## config.mk

```make
export PLATFORM = sky130hd
export DESIGN_NAME = bank_drain_reader
export DESIGN_NICKNAME = d
export VERILOG_FILES = /design/src/rtl/bank_pkg.sv /design/src/rtl/bank_prio_enc.sv /design/src/rtl/bank_drain_reader.sv
export SDC_FILE = /design/constraint.sdc
export NUM_CORES = 1
export LEC_CHECK = 0
export CAP_MARGIN = 10
export CORE_ASPECT_RATIO = 1.5
export CORE_MARGIN = 1.5
export CORE_UTILIZATION = 52
export DETAILED_ROUTE_END_ITERATION = 12
export DONT_BUFFER_PORTS = 1
export PLACE_DENSITY = 0.78
export SYNTH_ARGS = -nofsm -noshare
export SYNTH_HDL_FRONTEND = slang
export SYNTH_HIERARCHICAL = 1
export SYNTH_SLANG_ARGS = --single-unit
```

## constraint.sdc

```tcl
create_clock -name clk -period 3.8 [get_ports clk]
set_input_delay 0.38 -clock clk [delete_from_list [all_inputs] [get_ports clk]]
set_output_delay 0.38 -clock clk [all_outputs]
set_load 0.02 [all_outputs]
```

## src/rtl/bank_pkg.sv

```systemverilog
// Shared widths, defaults and FSM encoding for the bank drain reader.
package bank_pkg;

    localparam int DEF_DATA_W    = 8;
    localparam int DEF_NUM_BANKS = 4;

    // Index width for a bank count; NUM_BANKS >= 2 keeps this at least 1.
    function automatic int idx_width(input int num_banks);
        return $clog2(num_banks);
    endfunction

    // Sum needs log2(NUM_BANKS) extra bits to hold NUM_BANKS * (2^DATA_W - 1).
    function automatic int sum_width(input int data_w, input int num_banks);
        return data_w + $clog2(num_banks);
    endfunction

    localparam int DEF_IDX_W = idx_width(DEF_NUM_BANKS);
    localparam int DEF_SUM_W = sum_width(DEF_DATA_W, DEF_NUM_BANKS);

    typedef enum logic [1:0] {
        ST_IDLE   = 2'd0,
        ST_LOAD   = 2'd1,
        ST_STREAM = 2'd2,
        ST_DONE   = 2'd3
    } state_t;

endpackage

```

## src/rtl/bank_prio_enc.sv

```systemverilog
// Purpose: lowest-set-bit priority encoder over a bank mask.
// Latency: purely combinational.
// Backpressure: none; output follows the mask directly.
module bank_prio_enc
    import bank_pkg::*;
#(
    parameter int NUM_BANKS = DEF_NUM_BANKS,
    localparam int IDX_W = idx_width(NUM_BANKS)
)(
    input  logic [NUM_BANKS-1:0] mask,
    output logic [IDX_W-1:0]     index,
    output logic                 any
);

    // Scan high to low so the lowest set bit is the last one written.
    always_comb begin
        index = '0;
        for (int i = NUM_BANKS - 1; i >= 0; i--) begin
            if (mask[i]) begin
                index = IDX_W'(i);
            end
        end
    end

    assign any = |mask;

endmodule

```

## src/rtl/bank_drain_reader.sv

```systemverilog
// Purpose: snapshots selected banks on start and streams them out in ascending index order, summing accepted beats.
// Latency: first beat valid 2 cycles after start; back-to-back beats with no bubbles; done 1 cycle after the last transfer.
// Backpressure: out_valid/out_ready; beat held stable while out_ready is low.
module bank_drain_reader
    import bank_pkg::*;
#(
    parameter int DATA_W    = DEF_DATA_W,
    parameter int NUM_BANKS = DEF_NUM_BANKS,
    localparam int IDX_W = idx_width(NUM_BANKS),
    localparam int SUM_W = sum_width(DATA_W, NUM_BANKS)
)(
    input  logic                        clk,
    input  logic                        rst_n,
    input  logic                        start,
    input  logic [NUM_BANKS-1:0]        bank_mask,
    input  logic [NUM_BANKS*DATA_W-1:0] bank_data,
    output logic                        out_valid,
    input  logic                        out_ready,
    output logic [DATA_W-1:0]           out_data,
    output logic [IDX_W-1:0]            out_idx,
    output logic                        busy,
    output logic                        done,
    output logic [SUM_W-1:0]            sum
);

    state_t                      state, state_nxt;
    logic [NUM_BANKS-1:0]        snap_mask;
    logic [NUM_BANKS*DATA_W-1:0] snap_data;
    logic [IDX_W-1:0]            cur_idx;
    logic [DATA_W-1:0]           cur_data;
    logic [NUM_BANKS-1:0]        mask_clr;
    logic [NUM_BANKS-1:0]        enc_in;
    logic [IDX_W-1:0]            enc_idx;
    logic                        enc_any;
    logic                        xfer;

    assign cur_data = snap_data[cur_idx*DATA_W +: DATA_W];
    assign mask_clr = snap_mask & ~(NUM_BANKS'(1) << cur_idx);

    // LOAD looks up the first bank; STREAM looks ahead to the bank after the one being accepted.
    assign enc_in = (state == ST_LOAD) ? snap_mask : mask_clr;

    bank_prio_enc #(
        .NUM_BANKS (NUM_BANKS)
    ) u_prio_enc (
        .mask  (enc_in),
        .index (enc_idx),
        .any   (enc_any)
    );

    assign out_valid = (state == ST_STREAM);
    assign xfer      = out_valid && out_ready;
    assign out_data  = out_valid ? cur_data : '0;
    assign out_idx   = out_valid ? cur_idx  : '0;
    assign busy      = (state != ST_IDLE);
    assign done      = (state == ST_DONE);

    always_ff @(posedge clk or negedge rst_n) begin
        if (!rst_n) begin
            state <= ST_IDLE;
        end else begin
            state <= state_nxt;
        end
    end

    always_comb begin
        state_nxt = state;
        case (state)
            ST_IDLE: begin
                if (start) begin
                    state_nxt = (|bank_mask) ? ST_LOAD : ST_DONE;
                end
            end
            ST_LOAD:   state_nxt = ST_STREAM;
            ST_STREAM: begin
                if (xfer && !enc_any) begin
                    state_nxt = ST_DONE;
                end
            end
            ST_DONE:   state_nxt = ST_IDLE;
            default:   state_nxt = ST_IDLE;
        endcase
    end

    always_ff @(posedge clk or negedge rst_n) begin
        if (!rst_n) begin
            snap_mask <= '0;
            snap_data <= '0;
            cur_idx   <= '0;
            sum       <= '0;
        end else begin
            case (state)
                ST_IDLE: begin
                    if (start) begin
                        sum <= '0;
                        if (|bank_mask) begin
                            snap_mask <= bank_mask;
                            snap_data <= bank_data;
                        end
                    end
                end
                ST_LOAD: begin
                    cur_idx <= enc_idx;
                end
                ST_STREAM: begin
                    if (xfer) begin
                        sum       <= sum + SUM_W'(cur_data);
                        snap_mask <= mask_clr;
                        cur_idx   <= enc_idx;
                    end
                end
                default: ;
            endcase
        end
    end

endmodule

```

======== Word-level counts from Yosys, hierarchy flattened ========
Cells that the tools add are included.
cells by class
  $add $sub $neg .......................... 1
  eq/ne operators ......................... 7
  shift-type cells ........................ 2
  multiplexer cells ....................... 20
  bitwise operators ....................... 2
  reductions and logical operators ........ 14
operators by type and width
  operator                                                            number
  32-bit by 6-bit variable part select with 8-bit output              1
  10-bit 2-to-1 mux                                                   2
  10-bit one-hot mux with 2 select lines                              1
  2-bit 2-to-1 mux                                                    9
  4-bit 2-to-1 mux                                                    4
  10-bit by 8-bit adder with 10-bit output                            1
  8-bit 2-to-1 mux                                                    1
  2-bit one-hot mux with 4 select lines                               1
  4-bit one-hot mux with 2 select lines                               1
  4-bit OR reduction                                                  2
  3-bit AND reduction                                                 2
  2-bit nonzero test                                                  3
  4-bit AND                                                           1
  2-bit == test (second input constant)                               2
  2-bit by 1-bit != test with 1-bit output (second input constant)    2
  2-bit != test (second input constant)                               2
  4-bit inverter                                                      1
  2-bit one-hot mux with 2 select lines                               1
  2-bit AND reduction                                                 2
  4-bit AND reduction                                                 1
  1-bit by 2-bit << shifter with 4-bit output (first input constant)  1
  2-bit by 1-bit == test with 1-bit output (second input constant)    1
  1-bit logical AND                                                   2
  2-bit logical NOT                                                   1
  1-bit logical NOT                                                   1
word-level totals
  flip-flop bits (word level) ............. 50
  bits of input ports ..................... 40
  output and inout port bits .............. 23

======== Longest topological paths before layout ========
  word-level depth ........................ 10
  gate-level depth with buffers ........... 10
  gate-level depth less buffers ........... 10

======== Cells and area by module ========
Netlist, hierarchy kept.
by module, submodules not included
  module             times used  cells an instance  area each (um2)  seq. area each (um2)
  bank_drain_reader  1           229                2,884.0          1,251.2
  bank_prio_enc      1           7                  35.0             0.0

======== Least setup slack after synthesis ========
No wires, ideal clock.
  path type ............................... reg-to-reg
  from .................................... register cur_idx[0]
  to ...................................... register sum[7]
  setup time .............................. 0.121 ns
  arrival time ............................ 2.548 ns
  setup slack ............................. 1.131 ns
  stages on the path, launching flop included .. 9
  buffers on the path ..................... 1
  period minus slack after synthesis ...... 2.669 ns
  cell sequence ........................... dfrtp_1 -> buf_2 -> mux4_2 -> ha_1 -> and3_1 -> a2111oi_4 -> o21ai_0 -> xor2_1 -> a22o_1
between the ends
  longest elaborated chain between the ends .. 4
ends and longest elaborated chain
  item                                                    line                      text
  from (decl)                                             bank_drain_reader.sv:29   logic [IDX_W-1:0] cur_idx;
  from (signal assigned)                                  bank_drain_reader.sv:103  cur_idx <= enc_idx;
  from (signal assigned)                                  bank_drain_reader.sv:109  cur_idx <= enc_idx;
  32-bit by 6-bit variable part select with 8-bit output  bank_drain_reader.sv:37   assign cur_data = snap_data[cur_idx*DATA_W +: DATA_W];
  10-bit by 8-bit adder with 10-bit output                bank_drain_reader.sv:107  sum <= sum + SUM_W'(cur_data);
  10-bit 2-to-1 mux                                       bank_drain_reader.sv:106  if (xfer) begin
  10-bit one-hot mux with 2 select lines                  bank_drain_reader.sv:92   case (state)
  to (signal assigned)                                    bank_drain_reader.sv:107
  to (decl)                                               bank_drain_reader.sv:23   output logic [SUM_W-1:0] sum
Every way passes these cells. The select of a mux whose other input is x is not followed.
A chain may end at the register's enable or synchronous reset.

======== Worst setup path after layout ========
  from .................................... register cur_idx[0]
  to ...................................... register sum[8]
The elaborated chain is that of the path after synthesis.

==> flow_summary.toml <==
[clocking]
cts_tree = "done"
clk_pin_slew_worst_paths_ns = 0.10
cts-htree-levels = 2
clockBufferDepth = 2
cts_root_buf = "clkbuf_8"
cts_sinks = 50
post_cts_buffers = 0
clk_latency_ns = 0.31
cts_buffers = 5

[setup_path]
critPathMaxFanout = 13
max_stage_delay_ns = 0.75
ff2ff_path_depth = 9
crit_slowest_cell = "dfrtp_1"
required_ns = 4.04
end_kind = "register"
critPathKind = "register to register"
cp-start-kind = "register"
critPathArrivalTime_ns = 3.30
cp_cell_sequence = "mux4_2, ha_1, inv_1, fa_1, nor2b_1, o31a_1, o21a_1, o41ai_1, mux2i_1"

[routing]
routedWlPerCell_um = 19.14
vias_per_cell = 5.977
first_pass_iters = 4
wl_mm = 5.896
vias = 1841
antenna_left = 0
drtIter0Drc = 129
drt_drc_violations_left = 0

[min_path]
min_path_type = "input port to register"
min_delay_path_depth = 2

[synth]
synthSimpleGateAreaFrac_pct = 9.516
syn_area_per_cell_um2 = 12.37
ys_ff_latch = 50
synthAdderAreaFrac_pct = 5.829
synth_nets = 289
ys_warn_count = 6
synth_compound_area_share_pct = 11.87
synth_area_um2 = 2919
yosysSeqAreaShare_pct = 42.86
synth_xor_area_share_pct = 1.200
synth_top_family_by_area = "multiplexers"
ys_types = 42
synth_mux_area_share_pct = 23.83
synthCells = 236

[grt]
grt_usage_pct = 20.93
grt_pass1_wl_mm = 9.777
grt_max_degree = 51
grt-ovfl-total = 0
grt_pass1_vias = 1913
antenna_found_initial = 0

[pwr]
p_per_area_nw_per_um2 = 990.7
ir_drop_uv = 423.5
power_leakage_nw = 1.381

[timing]
fin_ws_ns = 0.7425
rsz0062_at_grt = "no"
max_freq_mhz = 327.1
max_slew.worst_pin.slew_ns = 0.6944
min_period_over_period_pct = 80.46
fin_skew_ns = 0.01437
hold_viol = 0
setup_violations = 0
tns_ns = 0
finalMaxSlewViolations = 0
relSlewSlack_pct = 53.61
finalCriticalPeriod_ns = 3.058

[layout]
nFillCells = 471
fin_nets = 290
multiInputGateArea_um2 = 1525
area_growth_pct = 4.801
seq_area_um2 = 1251
final_layout_size_suffix_gt1_share_pct = 23.95
antenna_cells = 0

[placement]
place_hpwl_mm = 4.388
io_buffer_count = 0
place_ws_ns = 0.8029
place_congestion = 0.8212

[floorplanning]
io_pins = 63
die_y_um = 94.76
die-width_um = 64.18
initial_core_util_pct = 53.56
rows = 33
coreArea_um2 = 5450
die-area_um2 = 6081

[run]
cap_violations = 0

[outcome]
status = "complete, no violations"
## layout by cell type, fill, tap and decap left out, types with 3 or more instances in the layout
master and count:
mux2_2 4, dfrtp_1 50, a21oi_1 11, mux2_4 30, and2_1 8, o21ai_0 13
mux4_2 8, inv_1 11, nand2_1 16, nor2_1 16, nor2b_1 4, clkbuf_8 5
a21boi_0 3, ha_1 12, o21a_1 4, a22o_1 5, o31a_1 3
## area by class of cell
| cell class | count | area share, % |
|---|---|---|
| Multi-Input combinational cell | 166 | 49.86 |
| Timing Repair Buffer | 3 | 1.472 |
| Inverter | 11 | 1.350 |
| Clock inverter | 3 | 1.309 |
| Sequential cell | 50 | 40.90 |
| Clock buffer | 5 | 2.249 |
| Tap cell | 70 | 2.863 |
## critical path, delay by kind of cell, from the launching register on
kind | cells | cell delay (ns)
compound gates | 3 | 0.84
buf+inv | 1 | 0.08
fa+ha+maj | 2 | 0.41
flops | 1 | 0.75
mux | 2 | 0.82
simple gates | 1 | 0.07
## cell usage after synthesis, drive strengths merged
master    n  area (µm²)
nand3     2       10.01
o211ai    1       7.510
o41ai     1       8.760
or3       1       6.260
a32o      1       10.01
fa        1       20.02
or4       1       11.26
dfrtp    50        1251
mux4      8       180.2
nand2b    2       12.51
mux2i     2       20.02
o221ai    2       17.52
a2111oi   1       27.53
mux2     34       495.5
clkbuf    4       25.02
o21a      4       30.03
o31a      3       26.28
o21ai    13       65.06
a21boi    3       22.52
xnor2     2       17.52
nor2b     5       38.78
and2      8       50.05
buf       5       76.32
a22o      5       43.79
a211o     1       8.760
and3      2       12.51
ha       12       150.1
nand2    16       60.06
xor2      2       17.52
inv      11       41.29
a21oi    12       63.81
nor3      2       10.01
a21o      1       7.510
nor2     17       66.32
o31ai     1       7.510
## state kept, by name (all words and copies together), names as in the netlist
register / cells
snap_data: 32
sum: 10
state: 2
snap_mask: 4
cur_idx: 2
## power by group
group / internal (W) / leakage (nW) / switching (W)
clock: 0.000194 / 0.0579 / 0.000185
sequential: 0.000783 / 0.612 / 0.000262
combinational: 0.000818 / 0.712 / 0.000788
## cells by family (layout without fill, tap and decap cells)
logic type | Yosys count | count (layout)
compound gates | 49 | 49
xor+xnor | 4 | 4
fa+ha+maj | 13 | 13
buf+inv | 20 | 22
flops | 50 | 50
mux | 44 | 44
simple gates | 56 | 56
## through the flow
stage	hold WS (ns)	util, %	instance area, µm²	total power [W]	cells
after global routing	0.1868	56.13	3059	0.003270	308
after CTS	0.1731	56.13	3059	0.003039	308
after global placement	0.08520	53.44	2913	0.002575	298
final	0.1766	56.13	3059	0.003031	308
after detailed placement	0.08509	53.44	2913	0.002639	298
after floorplan	0.08441	-	2919	0.002398	236
## path summary, 6_finish.rpt
path,to,slack (ns),start
min,snap_mask[0],0.18,bank_mask[0]
min reg2reg,snap_data[2],0.51,snap_data[2]
max,sum[8],0.74,cur_idx[0]
min in group asynchronous,snap_data[7],0.56,rst_n
max in group asynchronous,snap_mask[2],3.01,rst_n
max reg2reg,sum[8],0.74,cur_idx[0]
## per-layer routing
metal | wire, µm | track usage (%)
met1 | 2437 | 26.27
met5 | 0 | 0
met2 | 3072 | 35.07
met3 | 278 | 4.768
met4 | 108 | 8.156
## timing repair
| action | 4_1_cts | 5_1_grt |
|---|---|---|
| gates resized for setup | 0 | 0 |
| hold buffers | 2 | 0 |
| endpoints found under the hold margin | 50 | 0 |
Power figures use the tool's default switching activity.
==> RTL change, RTL diff (config.mk and constraints unchanged) <==
Set the package constant `DEF_NUM_BANKS` to 8 (it was 4).
--- a/src/rtl/bank_pkg.sv
+++ b/src/rtl/bank_pkg.sv
@@ -3,5 +3,5 @@
 
     localparam int DEF_DATA_W    = 8;
-    localparam int DEF_NUM_BANKS = 4;
+    localparam int DEF_NUM_BANKS = 8;
 
     // Index width for a bank count; NUM_BANKS >= 2 keeps this at least 1.
Interface: changed (resized bank_data, bank_mask, out_idx and sum); port bits go from 63 to 101. The function was not compared with the original's and may differ.
==> RTL change against the unedited design <==
- non-clock buffer count rose by 4
- worst hold slack worse by 20 ps
- design area up 63%
- total power rose by 66%
- critical path depth did not move
- sequential cell count increased by 38
- wire length grew 61%
- area after synthesis rose by 58%
- worst setup slack worse by 75 ps
- largest power group unchanged
- highest routed layer unchanged
==> RTL change: results (changes against the unedited design) <==
outcome: finished, final reports clean (unchanged)
largest fanout on the critical path: 4 (was 13)
Leakage: 0.002110 uW (was 0.001381 uW)
DR vias: 2873 (was 1841)
share of cells above drive strength 1: 0.2951 (was 0.2395)
DRT iter0 DRCs: 153 (was 129)
Crit-path slowest cell: mux4_1 (was dfrtp_1)
Arrival @ worst endpoint: 3390 ps (was 3300 ps)
vias in the first global route: 3044 (was 1913)
Compound-Gate Fraction of Synth Area: 0.08829 (was 0.1187)
largest net degree at the start of global routing: 89 (was 51)
Synth Warn #: 6 (unchanged)
RD Place Congestion: 0.8558 (was 0.8212)
commonest cells in the netlist: dfrtp_1 (88), mux2_2 (75), nand2_1 (24), o21ai_0 (17) (was dfrtp_1 (50), mux2_4 (30), nand2_1 (16), nor2_1 (16), o21ai_0 (13))
# hold bufs at CTS: 2 (unchanged)
drt pass-1 iters: 4 (unchanged)
Root Driver: clkbuf_16 (was clkbuf_8)
Num CTS Buffers: 9 (was 5)
Mapped Nets: 450 (was 289)
sequential area share after synthesis: 0.4781 (was 0.4286)
delay-heaviest family, CP: compound AO/OA/AOI/OAI gates (unchanged)
first-pass GRT wire length: 15.61 mm (was 9.777 mm)
Resized cells post-CTS: 0 (unchanged)
post-synth cell types: 44 (was 42)
Peak VDD IR: 0.0005636 V (was 0.0004235 V)
worst min-delay path class: in2reg (unchanged)
drt wl/cell: 20.07 um (was 19.14 um)
clock-pin transition on the worst setup and hold timing paths: 70 ps (was 100 ps)
top cells by area, synth: dfrtp_1 (48%), mux2_2 (18%), mux4_1 (4.6%) (was dfrtp_1 (43%), mux2_4 (15%), mux4_2 (6.2%))
biggest regs: snap_data: 64 flops, sum: 11 flops, snap_mask: 8 flops (was snap_data: 32 flops, sum: 10 flops, snap_mask: 4 flops)
initial antenna violation count: 0 (unchanged)
Layout Skew: 6.437 ps (was 14.37 ps)
Tot GR Track Use: 0.2185 (was 0.2093)
Die Footprint: 0.009442 mm^2 (was 0.006081 mm^2)
CP max stage delay: 560 ps (was 750 ps)
Worst-Margin Slew: 847.4 ps (was 694.4 ps)
Synth Area in Adders: 0.03695 (was 0.05829)
Worst-Skew Late Latency: 340 ps (was 310 ps)
number of port buffers: 0 (unchanged)
fraction of registers with async set/reset: 1.000 (unchanged)
non-filler cells, final: 473 (was 308)
# diodes: 0 (unchanged)
Post-Synthesis Cells: 361 (was 236)
dpl hpwl: 6.974 mm (was 4.388 mm)
largest family of logic cells by synthesized area: multiplexers (unchanged)
DP Cell Count: 455 (was 298)
Clock Tree Buf Depth: 2 (unchanged)
XOR/XNOR share of the synthesized area: 0.009508 (was 0.01200)
H-tree levels: 3 (was 2)
postcts setup bufs: 0 (unchanged)
post-synthesis mux area share: 0.2703 (was 0.2383)
==> RTL change: changes by cell type in the layout (fill, tap and decap cells not counted), sizes merged, moves of 6 or more <==
cell,delta
dfrtp,+38
and2,+6
mux2,+41
nor2,-7
mux4,+8
nand2,+8
nand3,+6
==> RTL change: report_power, final <==
| group | internal (uW) | switching, uW | total (uW) |
|---|---|---|---|
| clock | 530 | 370 | 901 |
| sequential | 1390 | 323 | 1710 |
| combinational | 1200 | 1220 | 2420 |
| total | 3120 | 1910 | 5030 |
==> RTL change: worst paths after layout <==
path / slack, ps / startpoint / cells after the start / end
worst min register to register: 500 / snap_data[41] / 1 / snap_data[41]
max in group asynchronous: 2860 / rst_n / 2 / snap_data[43]
worst min-delay path: 160 / bank_mask[4] / 2 / snap_mask[4]
min in group asynchronous: 610 / rst_n / 2 / sum[7]
worst max register to register: 670 / cur_idx[1] / 9 / sum[10]
worst max-delay path: 670 / cur_idx[1] / 9 / sum[10]
==> RTL change: stage by stage <==
step                hold WS (ps)  worst slack [ps]  area (um^2)
floorplan                  84.41             955.2         4606
global placement           88.04             874.5         4648
detailed placement         87.40             757.1         4648
CTS                        142.7             709.4         4992
global route               155.7             541.5         4992
finish                     157.1             667.4         4992
==> RTL change: layout make-up <==
class	instances	area, um^2
Tap cell	107	133.9
Multi-Input combinational cell	243	2230
Clock inverter	6	67.56
Fill cell	716	3523
Inverter	12	45.04
Sequential cell	88	2202
Timing Repair Buffer	7	75.07
Clock buffer	10	239.0
==> RTL change: logic make-up (layout without fill, tap and decap cells) <==
logic type,after synthesis,count (layout)
XOR/XNOR,5,5
AO/OA/AOI/OAI,63,63
flip-flops,88,88
buffers and inverters,30,35
AND/OR/NAND/NOR,70,70
multiplexers,92,92
adder cells (fa/ha/maj),13,13
==> RTL change: per-layer routing <==
| layer | vias to the layer above | share of wire | global-route usage |
|---|---|---|---|
| met2 | 104 | 0.51 | 0.3485 |
| met5 | - | 0 | 0 |
| met4 | 0 | 0.033 | 0.1099 |
| met1 | 1431 | 0.39 | 0.2639 |
| li1 | 1319 | - | - |
| met3 | 19 | 0.076 | 0.06795 |
